$ cat src/rtl/imm_encoder.sv
// RV32I immediate encoder: packs a signed immediate plus register/function fields
// into an instruction word through a two-stage valid/ready pipeline.
module imm_encoder #(
    parameter int          ERR_CNT_W = 16,
    parameter logic [31:0] NOP_INSTR = 32'h0000_0013
) (
    input  logic                 clk,
    input  logic                 rst,
    input  logic                 in_valid,
    output logic                 in_ready,
    input  logic [2:0]           in_fmt,
    input  logic [31:0]          in_imm,
    input  logic [6:0]           in_opcode,
    input  logic [4:0]           in_rd,
    input  logic [2:0]           in_funct3,
    input  logic [4:0]           in_rs1,
    input  logic [4:0]           in_rs2,
    output logic                 out_valid,
    input  logic                 out_ready,
    output logic [31:0]          out_instr,
    output logic                 out_err,
    output logic [ERR_CNT_W-1:0] err_count
);

    localparam logic [2:0] FMT_I = 3'd0;
    localparam logic [2:0] FMT_S = 3'd1;
    localparam logic [2:0] FMT_B = 3'd2;
    localparam logic [2:0] FMT_J = 3'd3;
    localparam logic [2:0] FMT_U = 3'd4;

    localparam logic [ERR_CNT_W-1:0] CNT_ONE = {{(ERR_CNT_W-1){1'b0}}, 1'b1};
    localparam logic [ERR_CNT_W-1:0] CNT_MAX = {ERR_CNT_W{1'b1}};

    // Handshake: a word moves across a boundary on the rising edge where the
    // sender's valid and the receiver's ready are both high; valid never waits on ready.
    logic        s1_valid;
    logic [2:0]  s1_fmt;
    logic [31:0] s1_imm;
    logic [6:0]  s1_opcode;
    logic [4:0]  s1_rd;
    logic [2:0]  s1_funct3;
    logic [4:0]  s1_rs1;
    logic [4:0]  s1_rs2;
    logic        s1_err;

    logic        s2_load;
    logic        err1;
    logic [31:0] packed_word;

    assign s2_load  = !out_valid || out_ready;
    assign in_ready = !s1_valid || s2_load;

    // Immediate must be representable by the sign-extended field of its format.
    always_comb begin
        err1 = 1'b1;
        case (in_fmt)
            FMT_I, FMT_S: err1 = !((&in_imm[31:11]) || !(|in_imm[31:11]));
            FMT_B:        err1 = !((&in_imm[31:12]) || !(|in_imm[31:12])) || in_imm[0];
            FMT_J:        err1 = !((&in_imm[31:20]) || !(|in_imm[31:20])) || in_imm[0];
            FMT_U:        err1 = |in_imm[11:0];
            default:      err1 = 1'b1;
        endcase
    end

    always_comb begin
        packed_word = NOP_INSTR;
        case (s1_fmt)
            FMT_I: packed_word = {s1_imm[11:0], s1_rs1, s1_funct3, s1_rd, s1_opcode};
            FMT_S: packed_word = {s1_imm[11:5], s1_rs2, s1_rs1, s1_funct3,
                                  s1_imm[4:0], s1_opcode};
            FMT_B: packed_word = {s1_imm[12], s1_imm[10:5], s1_rs2, s1_rs1, s1_funct3,
                                  s1_imm[4:1], s1_imm[11], s1_opcode};
            FMT_J: packed_word = {s1_imm[20], s1_imm[10:1], s1_imm[11], s1_imm[19:12],
                                  s1_rd, s1_opcode};
            FMT_U: packed_word = {s1_imm[31:12], s1_rd, s1_opcode};
            default: packed_word = NOP_INSTR;
        endcase
    end

    always_ff @(posedge clk or posedge rst) begin
        if (rst) begin
            s1_valid  <= 1'b0;
            s1_fmt    <= 3'd0;
            s1_imm    <= 32'd0;
            s1_opcode <= 7'd0;
            s1_rd     <= 5'd0;
            s1_funct3 <= 3'd0;
            s1_rs1    <= 5'd0;
            s1_rs2    <= 5'd0;
            s1_err    <= 1'b0;
        end else if (in_ready) begin
            s1_valid <= in_valid;
            if (in_valid) begin
                s1_fmt    <= in_fmt;
                s1_imm    <= in_imm;
                s1_opcode <= in_opcode;
                s1_rd     <= in_rd;
                s1_funct3 <= in_funct3;
                s1_rs1    <= in_rs1;
                s1_rs2    <= in_rs2;
                s1_err    <= err1;
            end
        end
    end

    // Output word and error flag only change when the stage loads, so they
    // hold steady through backpressure.
    always_ff @(posedge clk or posedge rst) begin
        if (rst) begin
            out_valid <= 1'b0;
            out_instr <= 32'd0;
            out_err   <= 1'b0;
            err_count <= '0;
        end else begin
            if (s2_load) begin
                out_valid <= s1_valid;
                if (s1_valid) begin
                    out_instr <= packed_word;
                    out_err   <= s1_err;
                end
            end
            if (out_valid && out_ready && out_err && (err_count != CNT_MAX))
                err_count <= err_count + CNT_ONE;
        end
    end

endmodule

$ cat config.mk
export PLATFORM = sky130hd
export DESIGN_NAME = imm_encoder
export DESIGN_NICKNAME = d
export VERILOG_FILES = /design/src/rtl/imm_encoder.sv
export SDC_FILE = /design/constraint.sdc
export NUM_CORES = 1
export LEC_CHECK = 0
export ABC_AREA = 1
export CAP_MARGIN = 20
export CORE_AREA = 2 2 122 113
export CTS_CLUSTER_DIAMETER = 50
export DETAILED_ROUTE_END_ITERATION = 12
export DIE_AREA = 0 0 124 115
export SYNTH_ARGS = -nofsm -noshare
export SYNTH_HDL_FRONTEND = slang
export SYNTH_SLANG_ARGS = --single-unit
$ cat constraint.sdc
create_clock -name clk -period 10.1 [get_ports clk]
set_input_delay 2.02 -clock clk [delete_from_list [all_inputs] [get_ports clk]]
set_output_delay 2.02 -clock clk [all_outputs]
set_load 0.005 [all_outputs]
; ---- Word-level counts from Yosys, hierarchy flattened
; Cells that the tools add are included.
[totals]
in_bits = 64
out_inout_bits = 51
wordCells = 55
reg_bits = 112
[op_classes]
addsub = 1
n_eq_ne = 9
n_reduce_logical = 30
muxes = 2
[op_table]
columns = op, count
row1 = one-hot mux 32 bit (5 select lines), 1
row2 = OR reduction 12 bit, 2
row3 = AND reduction 21 bit, 1
row4 = OR reduction 21 bit, 1
row5 = AND reduction 20 bit, 1
row6 = OR reduction 20 bit, 1
row7 = "adder 16 x 1 -> 16 bit, second input constant", 1
row8 = "inequality test 16 bit, second input constant", 1
row9 = "== test 3 x 2 -> 1 bit, second input constant", 4
row10 = AND reduction 12 bit, 1
row11 = zero test 1 bit, 8
row12 = logical OR 1 bit, 7
row13 = "== test 3 x 1 -> 1 bit, second input constant", 2
row14 = "== test 3 bit, second input constant", 2
row15 = zero test 3 bit, 2
row16 = one-hot mux 1 bit (4 select lines), 1
row17 = AND reduction 2 bit, 2
row18 = logical AND 1 bit, 3
row19 = OR reduction 2 bit, 1

; ---- Depth between registers and ports, before layout
; Gate-level depths: netlist of run 1.
[logic_depth]
depth_word = 6
depth_mapped = 10
depth_no_buf = 10

; ---- Least setup slack after synthesis of run 1
; Ideal clock, no wire load.
[synth_path]
path_type = input to output
startpoint = input port out_ready
endpoint = output port in_ready
n_path_buf = 0
stages = 2
path_slack_ps = 5877
arrival_time_ps = 2203
required_time_ps = 8080
cell_sequence = inv_1 > nand3_1
[synth_between]
elab_chain_cells = 2
[synth_lines]
columns = element, line_no
row1 = from (decl), 19  ; input logic out_ready,
row2 = logical OR 1 bit, 50  ; assign s2_load = !out_valid || out_ready;
row3 = logical OR 1 bit, 51  ; assign in_ready = !s1_valid || s2_load;
row4 = to (decl), 10  ; output logic in_ready,
; No other way between the ends.

; ---- Worst setup path in the final report of run 1
; Ends and elaborated chain as after synthesis.

==> impl_results.md, run 1 <==
- CTS tree: yes
- Synthesis Warnings: 0
- Netlist Area Pre-Place: a little over 0.005 mm2
- CTS root buf: clkbuf_16
- Layout Nets: 785
- Worst path most repeated cell: clkdlybuf4s50_1
- Relative slew slack: 29.73%
- Most used DFF post-synth: dfrtp_1
- Crit path capture type: primary output
- Seq/Total Area, Yosys: a little under three fifths
- Achievable frequency: 192.1 MHz
- Multi-input gate area: ~0.002 mm2
- Synth top area share: a little under three fifths
- Initial antenna violation count: 0
- CTS H-tree lvls: 3
- Final setup vio count: 0
- Layout cell share with drive strength beyond 1: 5.379%
- Fin crit period: between 5 and 6 ns
- Vias: roughly 4300
- Critical Path Max Stage Delay: around 0.52 ns
- Outcome: finished, final reports clean
- Dpl hpwl: roughly 9500 um
- Die Ht: roughly 120 um
- Worst Hold Class: flip-flop to flip-flop
- Cells after Synth: approximately 600
- Number of clock sinks: between 100 and 150
- Post-synthesis cell type count: 32
- # rows: 40
- Largest buffer count on any clock path: 2
- Area growth syn-to-layout: 30.88%
- Die width: approximately 120 um
- LEAKAGE: 3.166 nW
- Drt initial violations: 320
- Syn Nets: roughly 680
- Syn avg cell area: about 8.3 um2
- Top-count cell post-synth: nand2_1
- I/O pin cnt: 115
- Initial Util: 39.12%
- Post-synth EDFFs: 0
- ANT cells: 0
- Crit path launch type: input port
- TritonCTS Buffers: 9
- Maxcap violations: 0
- Setup Buffers After CTS: 0
- Slew Viols, Final: 0
- DR pass1 iterations: 5
- Insertion delay to the later sink of the worst-skew pair: 0.35 ns
- Most frequent cells after synthesis: 220 x nand2_1, 112 x dfrtp_1, 58 x nor2_1
- Worst-Margin Slew: 1.047 ns
- WL/cell: 14.78 um
- Vias in the first global route: 4138
- Grt total ovfl: 0
- Max IR drop VDD: roughly 0.000096 V
- Fin Setup TNS: 0 ns
- Global-route wire length before repair: 21310 um
- Worst Path Required: between 8 and 9 ns
- Crit-path cells: clkdlybuf4s50_1 -> inv_1 -> nand3_1 -> clkdlybuf4s50_1
- Post-CTS Hold Fix Bufs: 0
- Reg clk slew, reported paths: 0.07 ns
- Area contributors post-synth: dfrtp_1 55%, nand2_1 16%, o21ai_0 4.8%, nor2_1 4.3%, inv_1 3.5%
- GP Congestion: around 0.84
- Final Instance Area: about 0.0067 mm2
- I/O Buffers: 114
- Crit-path slowest cell: clkdlybuf4s50_1
- Placed cell areas: 0.006372 mm2
- RSZ-0062 raised after global routing: no
- Final ANT Viol Nets: 0
- Sequential Area: ~0.0028 mm2
- All-layer global routing usage: 19.35%
- Die Area: between 0.01 and 0.015 mm2
- Fin. Hold Viols: 0
- Worst Setup Path Type: input port to primary output
- Yosys top cell by area: dfrtp_1
- Flops & latches, synth: 112
- Largest net degree at the start of global routing: slightly above 80
- P per Cell Area: 193.6 mW/mm2
- DRC Markers: 0
- Post-Route WL: 13200 um
- Post-synth ARST share: 100.0%
- CTS-repair resized insts: 0
- Fill cell total of the finished layout: between 1000 and 1500
- CORE AREA: about 0.013 mm2
- Final worst-path cycle share: approximately half
- Crit path max fanout: 3
- Vias per cell: 4.854
- Worst Skew: roughly 0.006 ns
- CP Data Arrival Time: ~3.2 ns
==> final timing paths <==
path / from / endpoint / slack (ns) / depth (start not counted)
max: out_ready / in_ready / 4.89 / 4
min: s1_funct3[0] / s1_funct3[0] / 0.48 / 2
max reg2reg: out_valid / s1_fmt[2] / 7.79 / 6
min reg2reg: s1_funct3[0] / s1_funct3[0] / 0.48 / 2
max in group asynchronous: rst / s1_opcode[3] / 6.79 / 3
min in group asynchronous: rst / out_instr[0] / 2.18 / 2
==> placed cells by master, fill, tap and decap left out, types with 3 or more instances in the layout <==
master / instances
nor2_1: 58
inv_1: 47
a21o_1: 6
nand3_1: 16
a21oi_1: 8
clkdlybuf4s50_1: 114
o21ai_0: 49
xnor2_1: 6
nand2_1: 220
o22ai_1: 5
a22oi_1: 11
nand3_2: 4
dfrtp_1: 112
nand2_2: 9
xor2_1: 7
a221oi_1: 6
nor2_2: 3
clkbuf_16: 9
o21ai_1: 3
buf_4: 4
nand4_1: 6
==> layout make-up <==
type | instances | area share [%]
Multi-Input combinational cell | 428 | 29.94
Timing Repair Buffer | 118 | 17.58
Clock inverter | 5 | 0.8452
Clock buffer | 11 | 3.494
Tap cell | 168 | 3.156
Sequential cell | 112 | 42.07
Inverter | 51 | 2.911
==> critical path: cells and delay by family <==
family | cells | cell delay [ns]
buffers and inverters | 3 | 1.04
and+or+nand+nor | 1 | 0.13
==> power breakdown <==
part	total, mW	internal (mW)	switching, mW
clock	0.353	0.193	0.160
sequential	0.607	0.538	0.0688
combinational	0.330	0.174	0.157
total	1.29	0.904	0.385
==> cell families (layout without fill, tap and decap cells) <==
logic type,Yosys count,count (layout),share of synthesized area (%)
XOR/XNOR,13,13,2.237
flip-flops,112,112,55.06
adder cells (fa/ha/maj),1,1,0.2458
AO/OA/AOI/OAI,92,92,10.69
buffers and inverters,72,185,5.752
AND/OR/NAND/NOR,322,322,26.01
==> sequential cells by signal, indices dropped and copies added, names as in the netlist <==
| signal | cells |
|---|---|
| s1_rs2 | 5 |
| s1_valid | 1 |
| s1_rd | 5 |
| err_count | 16 |
| s1_fmt | 3 |
| out_valid | 1 |
| s1_err | 1 |
| s1_funct3 | 3 |
| s1_opcode | 7 |
| out_instr | 32 |
| out_err | 1 |
| s1_imm | 32 |
| s1_rs1 | 5 |
==> layer usage <==
metal	global-route usage, %	share of wire, %	up-vias
met5	0	0	-
met2	29.78	46	117
li1	-	-	2164
met3	4.960	5.5	10
met4	4.270	0.83	0
met1	27.75	48	2044
==> per-stage QoR <==
stage | total power, mW | setup WS, ns | hold WS (ns) | std cells | util [%]
CTS | 1.306 | 4.888 | 0.4841 | 893 | 51.19
global placement | 0.9426 | 4.916 | 0.4587 | 877 | 48.97
detailed placement | 0.9487 | 4.897 | 0.4654 | 877 | 48.97
floorplan | 0.7548 | 5.121 | 0.4425 | 612 | -
global route | 1.369 | 4.845 | 0.4986 | 893 | 51.19
finish | 1.290 | 4.895 | 0.4801 | 893 | 51.19
Power figures use the tool's default switching activity.
==> run 2, diff against run 1 <==
==> constraint.sdc (replaced) <==
create_clock -name clk -period 4.8 [get_ports clk]
set_input_delay 0.96 -clock clk [delete_from_list [all_inputs] [get_ports clk]]
set_output_delay 0.96 -clock clk [all_outputs]
set_load 0.005 [all_outputs]
==> impl_results.md, run 2 (synthesis results as in run 1) <==
- Max IR drop VDD: 0.0001859 V (+95%)
- Layout Utilization: 51.64% (+0.45 points)
- Reg-to-reg startpoint: out_valid
- Most frequent cells in the layout: 220 x nand2_1, 114 x clkdlybuf4s50_1, 112 x dfrtp_1
- Achievable frequency: between 300 and 400 MHz
- Flop pwr share: 45.9% (-1.2 points)
- Worst Hold Class: flip-flop to flip-flop
- R2R setup slack: 2.55 ns (-5.24 ns)
- Comb pwr share: 25.3% (-0.3 points)
- RSZ-0062 raised after global routing: no
- Slew Viols, Final: 0 (unchanged)
- Grt total ovfl: 0 (unchanged)
- Drt initial violations: 361 (+13%)
- Worst Setup Path Type: input port to primary output
- Final Instance Area: 0.006720 mm2 (+0.88%)
- All-layer global routing usage: 19.87% (+0.51 points)
- Initial antenna violation count: 0 (unchanged)
- Dpl hpwl: 9781 um (+2.9%)
- CTS root buf: clkbuf_16
- CORE AREA: 0.01301 mm2 (unchanged)
- Area growth syn-to-layout: 32.03%
- R2R cell count: 5 (-1)
- ANT cells: 0 (unchanged)
- Worst Skew: 0.005210 ns (-0.0006979 ns)
- Die Ht: 115 um (unchanged)
- Outcome: finished, final reports clean
- CP endpoint: in_ready
- Worst hold slack: 0.4760 ns (-0.004011 ns)
- Fin crit period: around 3 ns
- Reg clk slew, reported paths: 0.07 ns (about the same)
- Fin Setup TNS: 0 ns (unchanged)
- Fin. Hold Viols: 0 (unchanged)
- Worst Path Required: 3.84 ns (-4.24 ns)
- P_int: 1.956 mW (+120%)
- Setup ws final: 1.715 ns (-3.179 ns)
- Initial Util: 39.12% (unchanged)
- Placed cell areas: 0.006380 mm2 (+0.12%)
- Die Area: 0.01426 mm2 (unchanged)
- Maxcap violations: 0 (unchanged)
- WL/cell: 15.13 um (+2.4%)
- Crit path max fanout: 3 (unchanged)
- Final cell count without fillers: 895 (+0.22%)
- Crit path capture type: primary output
- # rows: 40 (unchanged)
- GP Congestion: 0.8022 (-4.1%)
- Largest buffer count on any clock path: 2 (unchanged)
- Clock power share: 28.8% (+1.5 points)
- Number of clock sinks: 112 (unchanged)
- Layout Nets: 787 (+0.25%)
- CP Launch Point: out_ready
- TritonCTS Buffers: 9 (unchanged)
- P per Cell Area: 413.5 mW/mm2 (+110%)
- Regs by FF count: out_instr (32), s1_imm (32), err_count (16)
- Vias per cell: 4.958 (+2.1%)
- FF-to-FF End: s1_fmt[2]
- LEAKAGE: 3.200 nW (+1.1%)
- Global-route wire length before repair: 21890 um (+2.7%)
- Worst-Margin Slew: 1.085 ns (+0.03810 ns)
- Final Power: 2.779 mW (+120%)
- Switching power total: 0.8227 mW (+110%)
- Die width: 124 um (unchanged)
- Net Sw Frac: 29.60% (-0.27 points)
- CTS-repair resized insts: 0 (unchanged)
- CP Data Arrival Time: 2.12 ns (-1.07 ns)
- CTS H-tree lvls: 3 (unchanged)
- Insertion delay to the later sink of the worst-skew pair: 0.35 ns (about the same)
- Final setup vio count: 0 (unchanged)
- Vias in the first global route: 4298 (+3.9%)
- Placed cell count: 878 (+0.11%)
- Final worst-path cycle share: about 64%
- Vias: 4437 (+2.4%)
- CTS tree: yes
- Final ANT Viol Nets: 0 (unchanged)
- DR pass1 iterations: 5 (unchanged)
- I/O pin cnt: 115 (unchanged)
- Post-CTS Hold Fix Bufs: 0 (unchanged)
- DRC Markers: 0 (unchanged)
- Post-Route WL: 13540 um (+2.6%)
- Commonest non-fill, non-tap cell in the layout: nand2_1
- Setup Buffers After CTS: 0 (unchanged)
- Crit path launch type: input port
- Pre-CTS setup slack: 1.473 ns (-3.424 ns)
- Relative slew slack: 27.17% (-2.6 points)
- Largest net degree at the start of global routing: 85 (+4.9%)
- I/O Buffers: 114 (unchanged)
- Layout cell share with drive strength beyond 1: 5.777% (+0.40 points)
==> run 2: cell types whose count changed in the layout (fill, tap and decap cells not counted), sizes merged <==
cell and change:
clkbuf -1, inv -1, buf +2, bufinv +1, clkinv +2, clkinvlp -1
==> run 2: metal layers <==
metal / global-route usage (%) / up-vias / share of wire (%)
met1: 28.20 / 2130 / 46
met2: 31.17 / 129 / 47
met4: 4.120 / 0 / 0.95
met5: 0 / - / 0
li1: - / 2168 / -
met3: 4.861 / 10 / 6.2
==> run 2: worst min path at each step <==
stage | from | cells past startpoint | end
6_report | out_instr[23] | 1 | out_instr[23]
3_3_place_gp | out_instr[21] | 1 | out_instr[21]
4_1_cts | s1_rd[1] | 2 | s1_rd[1]
5_1_grt | s1_rd[1] | 2 | s1_rd[1]
2_1_floorplan | s1_rd[0] | 2 | s1_rd[0]
3_5_place_dp | s1_rd[1] | 2 | s1_rd[1]
==> run 2: layout make-up <==
class	instances	area, um2
clock buffers	10	229.0
clock inverters	6	83.83
fillers	1226	6292
inverters	51	193.9
multi-input cells	428	1994
flip-flops and latches	112	2803
well taps	168	210.2
repair buffers	120	1206
==> run 2: power groups by stage <==
stage | registers [mW] | clock network (mW) | logic [mW]
after floorplan | 1.27 | 0 | 0.319
after global placement | 1.28 | 0 | 0.699
after detailed placement | 1.29 | 0 | 0.707
after CTS | 1.28 | 0.816 | 0.710
after global routing | 1.30 | 0.857 | 0.787
final | 1.28 | 0.800 | 0.703
==> run 2: critical path, cell delays in order <==
cell             delay (ns)
clkdlybuf4s50_1        0.45
inv_1                  0.06
nand3_1                0.13
clkdlybuf4s50_1        0.52
==> run 3, diff against run 2 <==
==> constraint.sdc (replaced) <==
create_clock -name clk -period 3.1 [get_ports clk]
set_input_delay 0.62 -clock clk [delete_from_list [all_inputs] [get_ports clk]]
set_output_delay 0.62 -clock clk [all_outputs]
set_load 0.005 [all_outputs]
==> impl_results.md, run 3 (synthesis results as in run 1) <==
- Largest net degree at the start of global routing: 56 (-34%)
- Vias in the first global route: 4310 (+0.28%)
- Relative slew slack: 34.18% (+7.0 points)
- WL/cell: 15.52 um (+2.5%)
- Worst-Margin Slew: 0.9807 ns (-0.1044 ns)
- CTS root buf: clkbuf_16
- Final cell count without fillers: 896 (+0.11%)
- GP Congestion: 0.8468 (+5.6%)
- CORE AREA: 0.01301 mm2 (unchanged)
- Fin. Hold Viols: 0 (unchanged)
- Global-route wire length before repair: 22220 um (+1.5%)
- ANT cells: 0 (unchanged)
- Achievable frequency: about 420 MHz
- RSZ-0062 raised after global routing: no
- Grt total ovfl: 0 (unchanged)
- Insertion delay to the later sink of the worst-skew pair: 0.35 ns (about the same)
- Largest buffer count on any clock path: 2 (unchanged)
- DRC Markers: 0 (unchanged)
- DR pass1 iterations: 5 (unchanged)
- Area growth syn-to-layout: 32.72%
- Worst Path Required: 2.48 ns (-1.36 ns)
- CTS H-tree lvls: 3 (unchanged)
- Worst Hold Class: flip-flop to flip-flop
- Setup Buffers After CTS: 0 (unchanged)
- Dpl hpwl: 9892 um (+1.1%)
- TritonCTS Buffers: 9 (unchanged)
- Initial antenna violation count: 0 (unchanged)
- Outcome: finished, final reports clean
- CTS-repair resized insts: 0 (unchanged)
- Layout Nets: 788 (+0.13%)
- Maxcap violations: 0 (unchanged)
- Post-CTS Hold Fix Bufs: 0 (unchanged)
- Crit path max fanout: 3 (unchanged)
- Crit path capture type: primary output
- Die width: 124 um (unchanged)
- Slew Viols, Final: 0 (unchanged)
- Post-Route WL: 13900 um (+2.7%)
- Worst Skew: 0.006213 ns (+0.001002 ns)
- # rows: 40 (unchanged)
- P per Cell Area: 640.9 mW/mm2 (+55%)
- Reg clk slew, reported paths: 0.07 ns (about the same)
- Fin Setup TNS: 0 ns (unchanged)
- I/O Buffers: 114 (unchanged)
- Die Ht: 115 um (unchanged)
- I/O pin cnt: 115 (unchanged)
- Initial Util: 39.12% (unchanged)
- Vias: 4433 (-0.090%)
- Die Area: 0.01426 mm2 (unchanged)
- Placed cell count: 880 (+0.23%)
- Regs by FF count: out_instr (32), s1_imm (32), err_count (16)
- Final ANT Viol Nets: 0 (unchanged)
- Layout cell share with drive strength beyond 1: 6.044% (+0.27 points)
- Crit path launch type: input port
- Fin crit period: between 2 and 2.5 ns
- Fill cell total of the finished layout: 1233 (+0.57%)
- Number of clock sinks: 112 (unchanged)
- Drt initial violations: 312 (-14%)
- Most frequent cells in the layout: 220 x nand2_1, 114 x clkdlybuf4s50_1, 112 x dfrtp_1
- Final worst-path cycle share: roughly 77%
- Final setup vio count: 0 (unchanged)
- Worst Setup Path Type: input port to primary output
- All-layer global routing usage: 20.35% (+0.48 points)
- LEAKAGE: 3.208 nW (+0.26%)
- CP Data Arrival Time: 1.78 ns (-0.34 ns)
- Commonest non-fill, non-tap cell in the layout: nand2_1
- Max IR drop VDD: 0.0003070 V (+65%)
- CTS tree: yes
- Vias per cell: 4.948 (-0.20%)
==> run 3: cell count changes in the layout (fill, tap and decap cells not counted), sizes merged <==
| cell | change |
|---|---|
| inv | -1 |
| clkinv | -1 |
| clkinvlp | +2 |
| buf | +1 |
==> run 3: worst max-delay path, cell delays in order <==
cell and delay, ns:
clkdlybuf4s50_1 0.45, inv_1 0.06, nand3_1 0.12, clkdlybuf4s50_1 0.52
==> run 3: metrics by stage <==
stage / setup slack (ns) / total power, mW / cell area (um2) / hold WS, ns / utilization, %
final: 0.7046 / 4.330 / 6755 / 0.4760 / 51.91
after global routing: 0.6163 / 4.584 / 6755 / 0.4941 / 51.91
after CTS: 0.6974 / 4.369 / 6755 / 0.4801 / 51.91
after detailed placement: 0.7067 / 3.114 / 6434 / 0.4649 / 49.44
after global placement: 0.7156 / 3.090 / 6434 / 0.4622 / 49.44
after floorplan: 1.123 / 2.460 / 5094 / 0.4425 / -
==> run 3: power by group <==
| part | total [mW] | switching [mW] | internal [mW] |
|---|---|---|---|
| clock | 1.25 | 0.520 | 0.726 |
| combinational | 1.10 | 0.525 | 0.577 |
| sequential | 1.98 | 0.228 | 1.75 |
==> run 3: worst paths after layout <==
path                                   start  slack (ns)      endpoint  cells after the start
worst min register to register  out_instr[9]        0.48  out_instr[9]                      1
max in group asynchronous                rst        1.61    s1_imm[17]                      3
min in group asynchronous                rst        0.76  s1_opcode[3]                      2
worst min-delay path            out_instr[9]        0.48  out_instr[9]                      1
worst max register to register  err_count[0]        1.20  err_count[5]                      8
worst max-delay path               out_ready        0.70      in_ready                      4
==> run 3: routing by layer <==
layer | part of all wire (%) | track usage, % | wire length [um] | vias up
met5 | 0 | 0 | 0 | -
met4 | 1.9 | 5.843 | 261 | 0
met3 | 5.0 | 4.514 | 699 | 17
met2 | 45 | 31.06 | 6221 | 119
met1 | 48 | 29.26 | 6720 | 2126
li1 | - | - | - | 2171
==> run 3: final cells by class <==
type | instances | area, um2 | share of cell area (%)
sequential | 112 | 2803 | 41.49
multi-input combinational | 428 | 1994 | 29.52
timing repair buffer | 121 | 1231 | 18.23
clock buffer | 10 | 239.0 | 3.538
tap | 168 | 210.2 | 3.112
inverter | 51 | 195.2 | 2.889
clock inverter | 6 | 82.58 | 1.222
